### src/rtl/blit_pkg.sv
// Definitions shared by the blitter bus slice: 68k function codes and adapter state encoding.
package blit_pkg;

    localparam logic [2:0] FC_CPU_SPACE = 3'b111;

    typedef enum logic [1:0] {
        IDLE = 2'd0,
        WAIT = 2'd1,
        TERM = 2'd2
    } adp_state_t;

endpackage

### src/rtl/m68k_bus_adapter.sv
// Bridges 68000 strobe cycles to a one-cycle cpu_req/cpu_ack handshake; IACK is autovectored locally.
// Latency: strobe to cpu_req 1 cycle; cpu_ack to DTACK/BERR 1 cycle; strobe negation to release 1 cycle.
// Backpressure: the CPU is stalled by withholding DTACK; a watchdog forces BERR after TIMEOUT cycles.
module m68k_bus_adapter
    import blit_pkg::*;
#(
    parameter int TIMEOUT = 255
) (
    input  logic        clk,
    input  logic        rst,
    input  logic        m68k_as_n,
    input  logic        m68k_uds_n,
    input  logic        m68k_lds_n,
    input  logic        m68k_rw,
    input  logic [2:0]  m68k_fc,
    input  logic [22:0] m68k_addr,
    input  logic [15:0] m68k_dout,
    output logic [15:0] m68k_din,
    output logic        m68k_dtack_n,
    output logic        m68k_berr_n,
    output logic        m68k_vpa_n,
    output logic        cpu_req,
    output logic [23:0] cpu_addr,
    output logic [15:0] cpu_wdata,
    output logic [1:0]  cpu_wstrb,
    output logic        cpu_we,
    input  logic        cpu_ack,
    input  logic [15:0] cpu_rdata,
    input  logic        cpu_err
);

    localparam int WDW = $clog2(TIMEOUT + 1);
    localparam logic [WDW-1:0] WD_LIMIT = WDW'(TIMEOUT);

    adp_state_t     state, state_nxt;
    logic [WDW-1:0] wd, wd_nxt, wd_inc;
    logic           armed, armed_nxt;
    logic           dtack_n_nxt, berr_n_nxt, vpa_n_nxt, req_nxt;
    logic [15:0]    din_nxt, wdata_nxt;
    logic [23:0]    addr_nxt;
    logic [1:0]     wstrb_nxt;
    logic           we_nxt;
    logic           strobe_any, strobes_idle;

    assign strobe_any   = ~m68k_uds_n | ~m68k_lds_n;
    assign strobes_idle = m68k_uds_n & m68k_lds_n;
    assign wd_inc       = wd + 1'b1;

    always_ff @(posedge clk) begin
        if (rst) begin
            state        <= IDLE;
            wd           <= '0;
            armed        <= 1'b0;
            m68k_dtack_n <= 1'b1;
            m68k_berr_n  <= 1'b1;
            m68k_vpa_n   <= 1'b1;
            m68k_din     <= '0;
            cpu_req      <= 1'b0;
            cpu_addr     <= '0;
            cpu_wdata    <= '0;
            cpu_wstrb    <= '0;
            cpu_we       <= 1'b0;
        end else begin
            state        <= state_nxt;
            wd           <= wd_nxt;
            armed        <= armed_nxt;
            m68k_dtack_n <= dtack_n_nxt;
            m68k_berr_n  <= berr_n_nxt;
            m68k_vpa_n   <= vpa_n_nxt;
            m68k_din     <= din_nxt;
            cpu_req      <= req_nxt;
            cpu_addr     <= addr_nxt;
            cpu_wdata    <= wdata_nxt;
            cpu_wstrb    <= wstrb_nxt;
            cpu_we       <= we_nxt;
        end
    end

    always_comb begin
        state_nxt   = state;
        wd_nxt      = wd;
        armed_nxt   = armed | strobes_idle;
        dtack_n_nxt = m68k_dtack_n;
        berr_n_nxt  = m68k_berr_n;
        vpa_n_nxt   = m68k_vpa_n;
        din_nxt     = m68k_din;
        req_nxt     = 1'b0;
        addr_nxt    = cpu_addr;
        wdata_nxt   = cpu_wdata;
        wstrb_nxt   = cpu_wstrb;
        we_nxt      = cpu_we;

        case (state)
            IDLE: begin
                if (!m68k_as_n && strobe_any && armed) begin
                    if (m68k_fc == FC_CPU_SPACE) begin
                        vpa_n_nxt = 1'b0;
                        state_nxt = TERM;
                    end else begin
                        addr_nxt  = {m68k_addr, 1'b0};
                        wstrb_nxt = {~m68k_uds_n, ~m68k_lds_n};
                        we_nxt    = ~m68k_rw;
                        wdata_nxt = m68k_dout;
                        req_nxt   = 1'b1;
                        wd_nxt    = '0;
                        state_nxt = WAIT;
                    end
                end
            end
            WAIT: begin
                wd_nxt = wd_inc;
                // ack is checked first so it beats a timeout landing on the same edge
                if (cpu_ack) begin
                    if (cpu_err) begin
                        berr_n_nxt = 1'b0;
                    end else begin
                        dtack_n_nxt = 1'b0;
                        if (!cpu_we) din_nxt = cpu_rdata;
                    end
                    state_nxt = TERM;
                end else if (wd_inc == WD_LIMIT) begin
                    berr_n_nxt = 1'b0;
                    state_nxt  = TERM;
                end
            end
            TERM: begin
                // clearing armed forces a full strobe-high cycle before the next request
                if (strobes_idle) begin
                    dtack_n_nxt = 1'b1;
                    berr_n_nxt  = 1'b1;
                    vpa_n_nxt   = 1'b1;
                    armed_nxt   = 1'b0;
                    state_nxt   = IDLE;
                end
            end
            default: state_nxt = IDLE;
        endcase
    end

endmodule

### config.mk
export PLATFORM = sky130hd
export DESIGN_NAME = m68k_bus_adapter
export DESIGN_NICKNAME = d
export VERILOG_FILES = /design/src/rtl/blit_pkg.sv /design/src/rtl/m68k_bus_adapter.sv
export SDC_FILE = /design/constraint.sdc
export NUM_CORES = 1
export LEC_CHECK = 0
export CAP_MARGIN = 10
export CORE_ASPECT_RATIO = 0.9
export CORE_MARGIN = 1
export CORE_UTILIZATION = 41
export DETAILED_ROUTE_END_ITERATION = 6
export GPL_TIMING_DRIVEN = 0
export PLACE_DENSITY_LB_ADDON = 0.25
export SKIP_LAST_GASP = 1
export SLEW_MARGIN = 10
export SYNTH_ARGS = -nofsm -noshare
export SYNTH_HDL_FRONTEND = slang
export SYNTH_SLANG_ARGS = --single-unit
### constraint.sdc
create_clock -name clk -period 1.6 [get_ports clk]
set_input_delay 0.32 -clock clk [delete_from_list [all_inputs] [get_ports clk]]
set_output_delay 0.32 -clock clk [all_outputs]
set_load 0.05 [all_outputs]
# Word level (Yosys, flattened, before mapping)
# Cells that the tools add are included.
dict set report op_classes {
  mux 23
  reduce_logical 15
  n_eq_ne 12
  add_sub_neg 1
  bitwise_logic 11
}
# cell count
set op_table {}
lappend op_table {{2-to-1 mux 8 bit} 2}
lappend op_table {{one-hot mux 8 bit (2 select lines)} 1}
lappend op_table {{AND reduction 4 bit} 4}
lappend op_table {{inequality test 2 bit (second input constant)} 6}
lappend op_table {{2-to-1 mux 1 bit} 11}
lappend op_table {{2-to-1 mux 2 bit} 5}
lappend op_table {{AND reduction 3 bit} 3}
lappend op_table {{adder 8 x 1 -> 8 bit (second input constant)} 1}
lappend op_table {{equality test 8 bit (second input constant)} 1}
lappend op_table {{NOT 1 bit} 8}
lappend op_table {{inequality test 3 bit (second input constant)} 2}
lappend op_table {{one-hot mux 1 bit (2 select lines)} 3}
lappend op_table {{one-hot mux 2 bit (3 select lines)} 1}
lappend op_table {{nonzero test 2 bit} 3}
lappend op_table {{equality test 3 bit (second input constant)} 1}
lappend op_table {{OR reduction 3 bit} 1}
lappend op_table {{equality test 2 x 1 -> 1 bit (second input constant)} 1}
lappend op_table {{equality test 2 bit (second input constant)} 1}
lappend op_table {{logical AND 1 bit} 2}
lappend op_table {{zero test 2 bit} 1}
lappend op_table {{bitwise OR 1 bit} 2}
lappend op_table {{AND 1 bit} 1}
lappend op_table {{zero test 1 bit} 1}
dict set report word_totals {
  input_bits 66
  register_bits 73
  elab_cells 74
  output_inout_bits 63
}

# Longest topological paths before layout
dict set report logic_depth {
  word_depth 6
  depth_mapped 8
  mapped_depth_nobuf 6
}

# Least setup slack after synthesis
# No wires, ideal clock.
dict set report synth_timing {
  path_type {flip-flop to flip-flop}
  start {reg wd[0]}
  end {reg state[0]}
  path_buffers 0
  required_ns 1.530
  synth_period_minus_slack_ns 1.494
  setup_slack_ns 0.106
  arrival_ns 1.424
  setup_time_ns 0.070
  stages_incl_launch_ff 7
  path_cell_list {dfxtp_1 ha_1 and3_2 xnor2_1 nor2_1 a311o_1 a21oi_1}
}
dict set report synth_between {
  elab_chain_len 4
}
# item line_no
set synth_lines {}
lappend synth_lines {{from (decl)} m68k_bus_adapter.sv:36} ;# logic [WDW-1:0] wd, wd_nxt, wd_inc;
lappend synth_lines {{from (signal assigned)} m68k_bus_adapter.sv:65} ;# wd <= wd_nxt;
lappend synth_lines {{adder 8 x 1 -> 8 bit} m68k_bus_adapter.sv:47} ;# assign wd_inc = wd + 1'b1;
lappend synth_lines {{equality test 8 bit} m68k_bus_adapter.sv:121} ;# end else if (wd_inc == WD_LIMIT) begin
lappend synth_lines {{inequality test 3 bit (no source line)} --}
lappend synth_lines {{AND reduction 3 bit (no source line)} --}
lappend synth_lines {{to (signal assigned)} m68k_bus_adapter.sv:64} ;# state <= state_nxt;
lappend synth_lines {{to (decl)} m68k_bus_adapter.sv:35} ;# adp_state_t state, state_nxt;
# Every way passes these cells.
# A chain may end at the register's enable or synchronous reset.

# Final worst setup path
dict set report layout_timing {
  start {in m68k_fc[2]}
  end {reg cpu_wdata[10]}
}
dict set report layout_between {
  elab_chain_len 3
}
# item line_no
set layout_lines {}
lappend layout_lines {{from (decl)} m68k_bus_adapter.sv:15} ;# input logic [2:0] m68k_fc,
lappend layout_lines {{equality test 3 bit} m68k_bus_adapter.sv:96} ;# if (m68k_fc == FC_CPU_SPACE) begin
lappend layout_lines {{NOT 1 bit (no source line)} --}
lappend layout_lines {{AND reduction 3 bit (no source line)} --}
lappend layout_lines {{to (signal assigned)} m68k_bus_adapter.sv:73} ;# cpu_wdata <= wdata_nxt;
lappend layout_lines {{to (decl)} m68k_bus_adapter.sv:24} ;# output logic [15:0] cpu_wdata,
# Every way passes these cells.

==> flow_summary_export.csv <==
group,metric,value,unit
global_route,grt_max_degree,13,
synthesis,synthesis.instances,355,
clock_network,cts.clk_slew.worst_paths,0.07,ns
sta,max_clk_rate,0.643,GHz
finish,finalNonFillerCells,588,
setup_path,worst_setup_path_start_kind,"input pin",
clock_network,cts_inserted_buffers,9,
setup_path,required_time_at_the_endpoint_of_the_critical_path,1.81,ns
global_route,grt-ovfl-total,0,
global_route,groute.layer.met3.usage,8.33,%
drt,drt-vias-per-instance,4.96,
setup_path,critical_path.cell_chain,"clkdlybuf4s50_1 -> nand3_2 -> and3b_2 -> and2_1 -> buf_6 -> buf_4 -> nand2_1 -> a21oi_1",
sta,grt_setup_unrepaired,"no",
synthesis,ys_async_sr_fraction,0,%
global_route,grt_first_pass_wirelength,12.8,mm
global_route,grt-busiest-layer,"met2",
placement,globalplace.congestion,0.862,
sta,slew_headroom,63.1,%
sta,setup_violations,0,
run_status,status,"finished, final reports clean",
finish,antenna_cells_inserted,0,
synthesis,synth-warning-count,0,
setup_path,worst-path-max-fanout,10,
clock_network,cts_hold_buf,0,
placement,preCtsSetupSlack,-0.627,ns
sta,finalCriticalPeriod,1.56,ns
synthesis,synth_flop_cell,"dfxtp_1",
setup_path,crit_family,"buffers and inverters",
clock_network,clk_latency,0.34,ns
floorplanning,die_h,81.0,um
synthesis,avgSynthCellArea,8.01,sq um
clock_network,tritoncts,"done",
drt,drc_errors,0,
synthesis,seq_total_area_yosys,51.4,%
floorplanning,start_util,42.7,%
drt,detail_route.first_pass.iterations,4,
synthesis,synth_area,0.00285,sq mm
placement,dp.cells,571,
sta,final_hold_viol_count,0,
drt,detail_route.iter0.violations,86,
finish,num-fill-cells,608,
floorplanning,core_area,0.00666,sq mm
placement,buffer_ports.inserted,126,
drt,routed-via-count,2914,
floorplanning,floorplan.io_pins,129,
finish,layout-area-overhead-vs-synth,56.7,%
sta,final.setup.worst_slack,0.0450,ns
synthesis,synth_nets,423,
sta,skew,0.00536,ns
sta,fin_worst_hold_slack,0.361,ns
sta,post-route-period-util,97.2,%
synthesis,synth-edff-count,0,
setup_path,cpMaxStageDelayCell,"clkdlybuf4s50_1",
drt,detail-route-antenna-nets,0,
floorplanning,die_w,89.8,um
clock_network,cts-root-to-sink-buffers,2,
global_route,grt_antenna_before_repair,0,
placement,place_area,0.00422,sq mm
clock_network,htreeDepth,3,
setup_path,cp_data_arrival_time,1.77,ns
sta,worst_pin_slew,0.554,ns
drt,detail_route.wirelength,7.86,mm
setup_path,critPathCaptureType,"flop",
clock_network,tritoncts_num_sinks,73,
sta,timing_max_transition_violations_final,0,
floorplanning,dieArea,0.00728,sq mm
synthesis,number_of_distinct_library_cells_after_synthesis,44,
setup_path,critical_path.n_buffers_inverters,3,
setup_path,crit_path_max_incr_delay,0.47,ns
drt,wl_per_cell,13.4,um
setup_path,path_class,"in2reg",
power_and_ir_drop,power.ir.vdd_worst,818,uV
global_route,groute.layer.met2.usage,38.4,%
power_and_ir_drop,p_leak,1.84,nW
power_and_ir_drop,powerDensity,873,mW/mm^2
hold_path,worst_hold_path_type,"in2reg",
global_route,grt_pass1_vias,2708,
clock_network,clockRootBuffer,"clkbuf_8",
placement,post-dp-hpwl,5.77,mm
floorplanning,rows,28,
finish,stdcell_area,0.00446,sq mm
global_route,global_route.usage.met1,25.5,%
synthesis,ys_ff_latch,73,
finish,drive_gt1_share,11.6,%
job,max-cap-violations,0,
finish,design.final.nets,562,
global_route,groute.usage.overall,22.3,%
worst reg2reg max path: stages (launching register included):
cell and delay [ns]:
dfxtp_4 0.37, and3_4 0.18, and3_2 0.26, xor2_2 0.17, a311o_1 0.39, a21oi_2 0.12
registers in the layout, indices dropped and copies added (netlist names), 2 cells and up, named ones only:
name	count
m68k_din	16
cpu_wstrb	2
state	2
wd	8
cpu_wdata	16
cpu_addr	23
logic make-up (layout without fill, tap and decap cells):
family	count (synthesis)	count (layout)	synth area share (%)
xor+xnor	3	3	1.19
simple gates	162	162	24.4
other cells	1	1	0.132
compound gates	87	87	16.9
fa+ha+maj	2	2	0.879
flops	73	73	51.4
buf+inv	27	170	5.19
cell usage in the layout (no fill, tap or decap), types with 2 or more instances in the layout:
master	count
a211oi_1	5
nand3_1	4
clkbuf_1	8
inv_1	2
dfxtp_2	3
a31oi_1	2
buf_6	5
and3_2	2
clkdlybuf4s15_1	7
dfxtp_4	2
buf_4	10
clkbuf_2	3
bufinv_16	2
dfxtp_1	68
clkinv_2	3
nand2_1	122
buf_2	2
dlygate4sd2_1	56
o21ai_0	9
a21oi_1	63
clkdlybuf4s50_1	62
nor2_1	16
clkbuf_8	9
cell usage after synthesis, types with 2 or more instances:
library cell,instances,area (sq um)
a211oi_1,5,37.5
buf_2,3,15.0
o21ai_0,10,50.1
buf_6,3,33.8
buf_1,4,15.0
nand3_1,5,25.0
clkbuf_1,9,33.8
nor2_1,17,63.8
dfxtp_1,73,1460
ha_1,2,25.0
a21oi_1,64,320
buf_4,5,37.5
inv_1,2,7.51
a31oi_1,2,12.5
nand2_1,122,458
stage by stage:
step | total power, mW | TNS [ns] | util (%)
6_report | 3.89 | 0 | 67.0
5_1_grt | 4.07 | 0 | 67.0
4_1_cts | 3.94 | -0.0176 | 65.7
3_5_place_dp | 2.41 | -30.78 | 63.4
3_3_place_gp | 2.41 | -28.72 | 63.4
2_1_floorplan | 2.15 | 0 | -
path summary, 6_finish.rpt:
path / startpoint / endpoint / slack, ns / cells past startpoint
hold reg to reg: m68k_dtack_n / m68k_dtack_n / 0.45 / 2
hold / removal: m68k_uds_n / cpu_wstrb[1] / 0.36 / 2
setup / recovery: m68k_fc[2] / cpu_wdata[10] / 0.04 / 8
setup reg to reg: wd[1] / state[0] / 0.04 / 5
layout make-up:
class	count	area, sq um	share of cell area [%]
repair buffers	130	1220	27.3
flip-flops and latches	73	1470	33.0
inverters	2	7.51	0.168
plain buffers	23	151	3.40
clock inverters	6	83.8	1.88
clock buffers	9	124	2.78
well taps	90	113	2.53
multi-input cells	255	1290	29.0
routing by layer:
layer  wire (um)  part of all wire (%)
met1        3280                    42
met2        3780                    48
met3         626                   8.0
met4         165                   2.1
met5           0                     0
power breakdown:
part / internal [mW] / total, mW / leakage (nW) / switching, mW
Combinational: 0.226 / 0.494 / 1.14 / 0.267
Clock: 0.863 / 1.53 / 0.109 / 0.665
Sequential: 1.85 / 1.87 / 0.593 / 0.0202
Total: 2.94 / 3.89 / 1.84 / 0.953
what timing repair did:
action	CTS	global route
gates resized for setup	76	30
pin swaps	1	4
endpoints found under the setup margin	117	69
buffers inserted	1	3
Power figures use the tool's default switching activity.
